==> src/rtl/cpu_pkg.sv <==
// Shared constants, encodings and enums for the multi-cycle RISC-V control path.
package cpu_pkg;

  localparam logic [6:0] OP_R   = 7'h33;
  localparam logic [6:0] OP_I   = 7'h13;
  localparam logic [6:0] OP_LD  = 7'h03;
  localparam logic [6:0] OP_ST  = 7'h23;
  localparam logic [6:0] OP_BR  = 7'h63;
  localparam logic [6:0] OP_JAL = 7'h6F;

  localparam logic [2:0] ALU_AND = 3'b000;
  localparam logic [2:0] ALU_OR  = 3'b001;
  localparam logic [2:0] ALU_ADD = 3'b010;
  localparam logic [2:0] ALU_SUB = 3'b110;
  localparam logic [2:0] ALU_SLT = 3'b111;

  localparam logic [1:0] PC_PLUS4  = 2'b00;
  localparam logic [1:0] PC_BRANCH = 2'b01;
  localparam logic [1:0] PC_JUMP   = 2'b10;

  localparam logic [1:0] WB_ALU = 2'b00;
  localparam logic [1:0] WB_MEM = 2'b01;
  localparam logic [1:0] WB_PC4 = 2'b10;

  typedef enum logic [2:0] {
    ST_IDLE, ST_FETCH, ST_DECODE, ST_EXEC, ST_MEM, ST_WB, ST_HALT
  } state_t;

  typedef enum logic [2:0] {
    CL_NONE, CL_R, CL_I, CL_LD, CL_ST, CL_BR, CL_JAL
  } class_t;

  // CL_NONE doubles as the "unknown opcode" result.
  function automatic class_t classify(input logic [6:0] op);
    case (op)
      OP_R:    return CL_R;
      OP_I:    return CL_I;
      OP_LD:   return CL_LD;
      OP_ST:   return CL_ST;
      OP_BR:   return CL_BR;
      OP_JAL:  return CL_JAL;
      default: return CL_NONE;
    endcase
  endfunction

endpackage

==> src/rtl/cpu_alu_dec.sv <==
// Combinational ALU operation decode from instruction class, funct3 and funct7[5].
module cpu_alu_dec
  import cpu_pkg::*;
(
  input  class_t     cls,
  input  logic [2:0] funct3,
  input  logic       funct7_5,
  output logic [2:0] alu_op
);

  always_comb begin
    alu_op = ALU_ADD;
    case (cls)
      CL_R, CL_I: begin
        case (funct3)
          3'b000:  alu_op = (cls == CL_R && funct7_5) ? ALU_SUB : ALU_ADD;
          3'b111:  alu_op = ALU_AND;
          3'b110:  alu_op = ALU_OR;
          3'b010:  alu_op = ALU_SLT;
          default: alu_op = ALU_ADD;
        endcase
      end
      CL_BR:   alu_op = ALU_SUB;
      default: alu_op = ALU_ADD;
    endcase
  end

endmodule

==> src/rtl/cpu_mc_ctrl.sv <==
// Multi-cycle FETCH/DECODE/EXEC/MEM/WB control sequencer with retire counter and halt.
module cpu_mc_ctrl
  import cpu_pkg::*;
#(
  parameter int MAX_INSTR = 0,
  parameter int CNT_W     = 16
) (
  input  logic             clk,
  input  logic             rst_n,
  input  logic             start,
  input  logic [31:0]      ins,
  input  logic             zero,
  input  logic             imem_ready,
  input  logic             dmem_ready,
  output logic             ir_we,
  output logic             pc_we,
  output logic [1:0]       pc_sel,
  output logic             reg_write,
  output logic             alu_src,
  output logic [2:0]       alu_op,
  output logic             mem_read,
  output logic             mem_write,
  output logic [1:0]       wb_sel,
  output logic             busy,
  output logic             halted,
  output logic             illegal,
  output logic [CNT_W-1:0] retired,
  output logic [2:0]       state_dbg
);

  localparam logic [CNT_W:0] MAX_CNT = (CNT_W+1)'(MAX_INSTR);

  state_t     state;
  class_t     cls;
  class_t     dec_cls;
  logic [2:0] dec_op;
  logic       retire_now;
  logic       budget_hit;
  state_t     after_retire;
  logic       unused_ins;

  assign unused_ins = &{1'b0, ins[31], ins[29:15], ins[11:7]};

  cpu_alu_dec u_alu_dec (
    .cls      (cls),
    .funct3   (ins[14:12]),
    .funct7_5 (ins[30]),
    .alu_op   (dec_op)
  );

  assign dec_cls    = classify(ins[6:0]);
  assign retire_now = (state == ST_EXEC && cls == CL_BR) ||
                      (state == ST_MEM && cls == CL_ST && dmem_ready) ||
                      (state == ST_WB);
  // Compare one bit wider so a budget equal to the counter's top value still triggers.
  assign budget_hit   = (MAX_INSTR != 0) && (({1'b0, retired} + 1'b1) == MAX_CNT);
  assign after_retire = budget_hit ? ST_HALT : ST_FETCH;

  assign state_dbg = state;
  assign busy      = (state != ST_IDLE) && (state != ST_HALT);
  assign halted    = (state == ST_HALT);

  always_ff @(posedge clk or negedge rst_n) begin
    if (!rst_n) begin
      state   <= ST_IDLE;
      cls     <= CL_NONE;
      retired <= '0;
      illegal <= 1'b0;
    end else begin
      if (retire_now && !(&retired))
        retired <= retired + 1'b1;
      case (state)
        ST_IDLE:  if (start) state <= ST_FETCH;
        ST_FETCH: if (imem_ready) state <= ST_DECODE;
        ST_DECODE: begin
          if (dec_cls == CL_NONE) begin
            state   <= ST_HALT;
            illegal <= 1'b1;
          end else begin
            cls   <= dec_cls;
            state <= ST_EXEC;
          end
        end
        ST_EXEC: begin
          if (cls == CL_BR)                         state <= after_retire;
          else if (cls == CL_LD || cls == CL_ST)    state <= ST_MEM;
          else                                      state <= ST_WB;
        end
        ST_MEM:  if (dmem_ready) state <= (cls == CL_LD) ? ST_WB : after_retire;
        ST_WB:   state <= after_retire;
        ST_HALT: state <= ST_HALT;
        default: state <= ST_IDLE;
      endcase
    end
  end

  // ALU controls stay applied through MEM and WB so the address/result remain valid.
  always_comb begin
    ir_we     = 1'b0;
    pc_we     = 1'b0;
    pc_sel    = PC_PLUS4;
    reg_write = 1'b0;
    alu_src   = 1'b0;
    alu_op    = 3'b000;
    mem_read  = 1'b0;
    mem_write = 1'b0;
    wb_sel    = WB_ALU;
    if (state == ST_EXEC || state == ST_MEM || state == ST_WB) begin
      alu_src = !(cls == CL_R || cls == CL_BR);
      alu_op  = dec_op;
    end
    case (state)
      ST_FETCH: ir_we = imem_ready;
      ST_EXEC: begin
        if (cls == CL_BR) begin
          pc_we  = 1'b1;
          pc_sel = zero ? PC_BRANCH : PC_PLUS4;
        end
      end
      ST_MEM: begin
        mem_read  = (cls == CL_LD);
        mem_write = (cls == CL_ST);
        pc_we     = (cls == CL_ST) && dmem_ready;
      end
      ST_WB: begin
        reg_write = 1'b1;
        pc_we     = 1'b1;
        pc_sel    = (cls == CL_JAL) ? PC_JUMP : PC_PLUS4;
        wb_sel    = (cls == CL_LD) ? WB_MEM : (cls == CL_JAL) ? WB_PC4 : WB_ALU;
      end
      default: ;
    endcase
  end

endmodule

==> config.mk <==
export PLATFORM = sky130hd
export DESIGN_NAME = cpu_mc_ctrl
export DESIGN_NICKNAME = d
export VERILOG_FILES = /design/src/rtl/cpu_pkg.sv /design/src/rtl/cpu_alu_dec.sv /design/src/rtl/cpu_mc_ctrl.sv
export SDC_FILE = /design/constraint.sdc
export NUM_CORES = 1
export LEC_CHECK = 0
export BUFFER_PORTS_ARGS = -buffer_cell sky130_fd_sc_hd__buf_2
export CELL_PAD_IN_SITES_DETAIL_PLACEMENT = 0
export CELL_PAD_IN_SITES_GLOBAL_PLACEMENT = 1
export CORE_MARGIN = 2
export CORE_UTILIZATION = 29
export CTS_CLUSTER_DIAMETER = 30
export DETAILED_ROUTE_END_ITERATION = 10
export PLACE_DENSITY_LB_ADDON = 0.1
export SKIP_LAST_GASP = 1
export SLEW_MARGIN = 0
export SYNTH_ARGS = -nofsm -noshare
export SYNTH_HDL_FRONTEND = slang
export SYNTH_SLANG_ARGS = --single-unit
==> constraint.sdc <==
create_clock -name clk -period 1.8 [get_ports clk]
set_input_delay 0.36 -clock clk [delete_from_list [all_inputs] [get_ports clk]]
set_output_delay 0.36 -clock clk [all_outputs]
set_load 0.005 [all_outputs]
# --- After elaboration in Yosys (flattened, before gate mapping) ---
# Cells that the tools add are included.
totals:
  register_bits: 23
  output_inout_bits: 35
  word_cells: 81
classes:
  add_sub_neg: 1
  n_eq_ne: 25
  n_mux: 26
  bitwise: 1
  reduce_logical: 24
ops:
  columns: ["op", "n"]
  rows:
  - ["3-bit equality test, second input constant", 8]
  - ["3-bit two-way mux", 8]
  - ["3-bit one-hot mux with 7 select lines", 1]
  - ["3-bit one-hot mux with 6 select lines", 1]
  - ["16-bit by 1-bit adder with 16-bit output, second input constant", 1]
  - ["16-bit AND reduction", 1]
  - ["3-bit by 2-bit equality test with 1-bit output, second input constant", 5]
  - ["7-bit by 6-bit equality test with 1-bit output, second input constant", 2]
  - ["7-bit equality test, second input constant", 2]
  - ["3-bit one-hot mux with 4 select lines", 1]
  - ["3-bit logical NOT", 3]
  - ["1-bit two-way mux", 9]
  - ["7-bit by 2-bit equality test with 1-bit output, second input constant", 1]
  - ["7-bit by 5-bit equality test with 1-bit output, second input constant", 1]
  - ["1-bit logical AND", 7]
  - ["3-bit by 1-bit equality test with 1-bit output, second input constant", 2]
  - ["1-bit logical OR", 6]
  - ["2-bit two-way mux", 3]
  - ["2-bit != test, second input constant", 3]
  - ["3-bit one-hot mux with 2 select lines", 1]
  - ["2-bit one-hot mux with 2 select lines", 1]
  - ["2-bit AND reduction", 2]
  - ["3-bit != test, second input constant", 1]
  - ["1-bit one-hot mux with 3 select lines", 1]
  - ["other kinds (5)", 6]

# --- Longest topological paths before layout ---
logic_depth:
  depth_word: 6
  depth_mapped: 8

# --- Hierarchy ---
# From an unflattened synthesis, not the netlist that was laid out.
unflattened:
  cells_unflattened: 164
  hier_area_um2: 1487.7
by_module_without_submodules:
  columns: ["mod", "n_inst", "cells_each", "area_per_inst_um2"]
  rows:
  - ["cpu_mc_ctrl", 1, 154, 1426.4]
  - ["cpu_alu_dec", 1, 10, 61.3]

# --- Least setup slack after synthesis ---
# OpenSTA, ideal clock, no wires.
synth_timing:
  path_type: "register to register"
  startpoint: "reg state[2], in the netlist state_dbg[2]"
  endpoint: "reg retired[12]"
  t_arrival_ns: 1.731
  t_required_ns: 1.675
  slack_ns: -0.056
  stages_incl_launch_ff: 9
  n_path_buf: 2
  synth_period_minus_slack_ns: 1.856
  cell_sequence: "dfrtp_1 buf_4 nor2b_1 nand2_1 inv_1 or3_1 buf_6 nand3_2 mux2_4"
synth_between:
  elab_chain_len: 6
  elab_cells_between_ends: 9
  cone_classes: "3 x eq/ne; 6 x reduce/logical"
synth_lines:
  columns: ["item", "line", "source"]
  rows:
  - ["start: declaration", "cpu_mc_ctrl.sv:33", "state_t state;"]
  - ["start signal: assignment", "cpu_mc_ctrl.sv:85", "if (cls == CL_BR) state <= after_retire;"]
  - ["start signal: assignment", "cpu_mc_ctrl.sv:89", "ST_MEM: if (dmem_ready) state <= (cls == CL_LD) ? ST_WB : after_retire;"]
  - ["start signal: assignment", "cpu_mc_ctrl.sv:90", "ST_WB: state <= after_retire;"]
  - ["3-bit equality test", "cpu_mc_ctrl.sv:53", "(state == ST_MEM && cls == CL_ST && dmem_ready) ||"]
  - ["1-bit logical AND (2 in series)", "cpu_mc_ctrl.sv:53", null]
  - ["1-bit logical OR", "cpu_mc_ctrl.sv:52", "assign retire_now = (state == ST_EXEC && cls == CL_BR) ||"]
  - ["1-bit logical OR *", "cpu_mc_ctrl.sv:53", null]
  - ["1-bit logical AND *", "cpu_mc_ctrl.sv:70", "if (retire_now && !(&retired))"]
  - ["end signal: assignment", "cpu_mc_ctrl.sv:71", "retired <= retired + 1'b1;"]
  - ["end: declaration", "cpu_mc_ctrl.sv:27", "output logic [CNT_W-1:0] retired,"]
# Mark *: on every way between the ends. The rest lies on a longest branch, timed or not.
# A chain may end at the register's enable or synchronous reset.

# --- Worst setup path after layout ---
layout_timing:
  startpoint: "reg state[1], in the netlist state_dbg[1]"
  endpoint: "out pc_we"
layout_between:
  elab_chain_len: 2
  elab_cells_between_ends: 4
  cone_classes: "3 x eq/ne; 1 x mux"
layout_lines:
  columns: ["item", "line", "source"]
  rows:
  - ["3-bit equality test / 3-bit by 2-bit equality test with 1-bit output (equally long branches)", "cpu_mc_ctrl.sv:112", "case (state)"]
  - ["1-bit one-hot mux with 3 select lines *", "cpu_mc_ctrl.sv:112", null]
  - ["end: declaration", "cpu_mc_ctrl.sv:16", "output logic pc_we,"]
# Marks and branches as above.

==> impl_metrics.json <==
{
  "async_flop_share_pct": 100,
  "grt_use_met2_pct": 29.2,
  "min_path_type": "in2async",
  "dpl_cell_area_mm2": 0.00208,
  "fmax_ghz": 0.528,
  "finClkSkew_ns": 0.0111,
  "critPathCaptureType": "output port",
  "ys_seq_area_share_pct": 39.0,
  "stdcell_area_mm2": 0.00237,
  "start_util_pct": 30.6,
  "rows": 25,
  "detail_route.vias_per_cell": 4.79,
  "cts_tree": "yes",
  "netlist_area_mm2": 0.00148,
  "grt_pass1_wl_um": 7030,
  "clk_path_buf_depth": 2,
  "setup_viol": 7,
  "cts_root_buf": "clkbuf_8",
  "wire_per_inst_um": 13.3,
  "syn_to_final_growth_pct": 60.8,
  "rrSetupSlack_ns": -0.02,
  "crit_fanout": 3,
  "synthesis.nets": 200,
  "drv_slew": 0,
  "synthTopCellsByArea": "dfrtp_1 (39%), xor2_1 (4.7%), xnor2_1 (4.2%), nand2_1 (3.6%), nor2_1 (3.3%)",
  "r2r_end": "retired[10]",
  "routed_wl_um": 4330,
  "clock_latency_ns": 0.27,
  "synthDistinctLibCells": 47,
  "core-area_mm2": 0.00482,
  "drt_iter0_markers": 64,
  "first_global_vias": 1537,
  "clock-sinks": 23,
  "chipHeight_um": 75.4,
  "regToRegStartpoint": "cls[1]",
  "violations": "negative setup slack",
  "grt-busiest-layer": "met2",
  "slew_headroom_pct": 63.4,
  "irDropWorstVdd_uv": 403,
  "crit_type": "reg2out",
  "grt_usage_pct": 15.9,
  "numPortBuffers": 51,
  "gr-usage-met3_pct": 1.98,
  "hpwl_um": 3170,
  "num_vias": 1552,
  "regArea_um2": 578,
  "syn_inst": 161,
  "num_antenna_cells": 0,
  "synth-seq-cells": 23,
  "synth_warnings": 0,
  "worst_pin_slew_ns": 0.549,
  "period_needed_ns": 1.89,
  "firstDrtPassIters": 4,
  "cts_buffers": 3,
  "die_x_um": 75.4,
  "drc_errors": 0,
  "synth_edf_count": 0,
  "grt_setup_unrepaired": "yes",
  "fin_util_pct": 49.3,
  "reg2reg_depth": 7,
  "fin_ws_ns": -0.0926,
  "outcome": "finished with violations",
  "synth_top_flop_cell": "dfrtp_1",
  "required_ns": 1.44,
  "synth_top_area_cell": "dfrtp_1",
  "arrival_ns": 1.53,
  "hold_ws_ns": 0.0613,
  "dieArea_mm2": 0.00568,
  "p_total_uw": 2290,
  "synth.top_cell.area_share_pct": 39.0,
  "htreeDepth": 1,
  "place.gp.congestion": 0.826,
  "synth_area_per_cell_um2": 9.17,
  "hold_viol_final": 0,
  "clkTransAtPathRegs_ns": 0.09,
  "grt_overflow_total": 0,
  "power.density_mw_per_mm2": 963,
  "io_pins": 73,
  "nFillCells": 501,
  "power_leakage_uw": 0.00119,
  "ant_nets": 0,
  "max_cap_viol_count": 0,
  "drive_gt1_share_pct": 54.5,
  "grt_max_degree": 24,
  "fin_crit_sh_pct": 105,
  "finalNetCount": 297,
  "antenna_found_initial": 0,
  "worstSetupStartpointType": "flip-flop",
  "use_met1_pct": 19.8,
  "multi_input_area_mm2": 0.00101,
  "hold_buffers": 0
}
[logic make-up (layout without fill, tap and decap cells)]
group,after synthesis,count (layout),synth area share [%]
AO/OA/AOI/OAI,26,27,12.4
AND/OR/NAND/NOR,83,83,32.5
multiplexers,3,3,2.71
flip-flops,23,23,39.0
buffers and inverters,10,105,3.73
XOR/XNOR,15,15,8.90
adder cells (fa/ha/maj),1,1,0.847
[worst max path at each step]
stage,slack [ns],cells after the start,endpoint,from
after detailed placement,-0.06,5,retired[1],retired[1]
after CTS,-0.11,5,pc_we,state_dbg[2]
final,-0.09,4,pc_we,state_dbg[1]
after floorplan,-0.02,7,retired[12],state_dbg[2]
after global placement,0.0006,5,retired[1],retired[0]
after global routing,-0.16,4,pc_we,cls[0]
[through the flow]
stage / setup TNS [ns] / std cells / setup slack [ns]
floorplan: -0.0262 / 161 / -0.0216
global placement: 0 / 314 / 0.000566
detailed placement: -0.0950 / 314 / -0.0583
CTS: -0.438 / 324 / -0.105
global route: -1.49 / 324 / -0.156
finish: -0.194 / 324 / -0.0926
[routing by layer]
metal / vias up / part of all wire (%)
met1: 727 / 43
met4: 0 / 0.55
met3: 4 / 4.2
li1: 777 / -
met2: 44 / 52
met5: - / 0
[where the power goes]
| part | total (uW) | leakage, uW | switching [uW] | internal (uW) |
|---|---|---|---|---|
| Sequential | 686 | 0.000302 | 74.3 | 612 |
| Clock | 330 | 0.0000255 | 176 | 155 |
| Combinational | 1270 | 0.000858 | 589 | 681 |
[final cells by class]
cell class                 instances  area share [%]
clock buffer                       3            1.74
clock inverter                     1           0.211
inverter                           4           0.738
multi-input combinational        129            42.5
sequential                        23            24.3
tap                               67            3.53
timing repair buffer              97            26.9
[worst max-delay path, stage by stage (launching register included)]
cell	delay [ns]
dfrtp_1	0.42
and3b_1	0.19
and3_4	0.16
or3_4	0.38
buf_6	0.13
[Yosys cell counts, types with 2 or more instances]
cell,instances
nand2_1,14
nand2b_1,5
nor3b_1,4
xnor2_1,7
nor4_1,2
o21ai_0,7
nor2b_1,5
a21oi_1,6
or3_1,2
nand4_1,6
buf_2,2
a21o_1,3
nor3_1,9
xor2_1,8
buf_4,2
nor2_1,13
nand3_1,8
inv_1,4
dfrtp_1,23
and3_1,3
mux2_4,2
[state kept, by name, summed over array words and instances (netlist names)]
register / count
cls: 3
illegal: 1
state_dbg: 3
retired: 16
[timing repair]
| action | 4_1_cts | 5_1_grt |
|---|---|---|
| pin swaps | 10 | 13 |
| setup endpoints to repair | 19 | 29 |
| cloned | 1 | 0 |
| hold endpoints to repair | 0 | 0 |
| gates resized for setup | 14 | 31 |
| buffers inserted | 6 | 1 |
[cells in the final DEF, fill, tap and decap left out, types with 4 or more instances in the layout]
| cell | synthesis | routed |
|---|---|---|
| nand2b_1 | 5 | 4 |
| nor3b_2 | 1 | 4 |
| nand3_1 | 8 | 6 |
| buf_2 | 2 | 49 |
| xnor2_1 | 7 | 5 |
| a21oi_1 | 6 | 5 |
| nand4_1 | 6 | 6 |
| dfrtp_1 | 23 | 21 |
| o21ai_0 | 7 | 6 |
| nor3_2 | 0 | 4 |
| nor2_1 | 13 | 11 |
| buf_6 | 1 | 9 |
| buf_4 | 2 | 39 |
| xor2_1 | 8 | 8 |
| nand2_1 | 14 | 13 |
| nor3_1 | 9 | 4 |
Note: power is estimated with default switching activity, not from simulation.
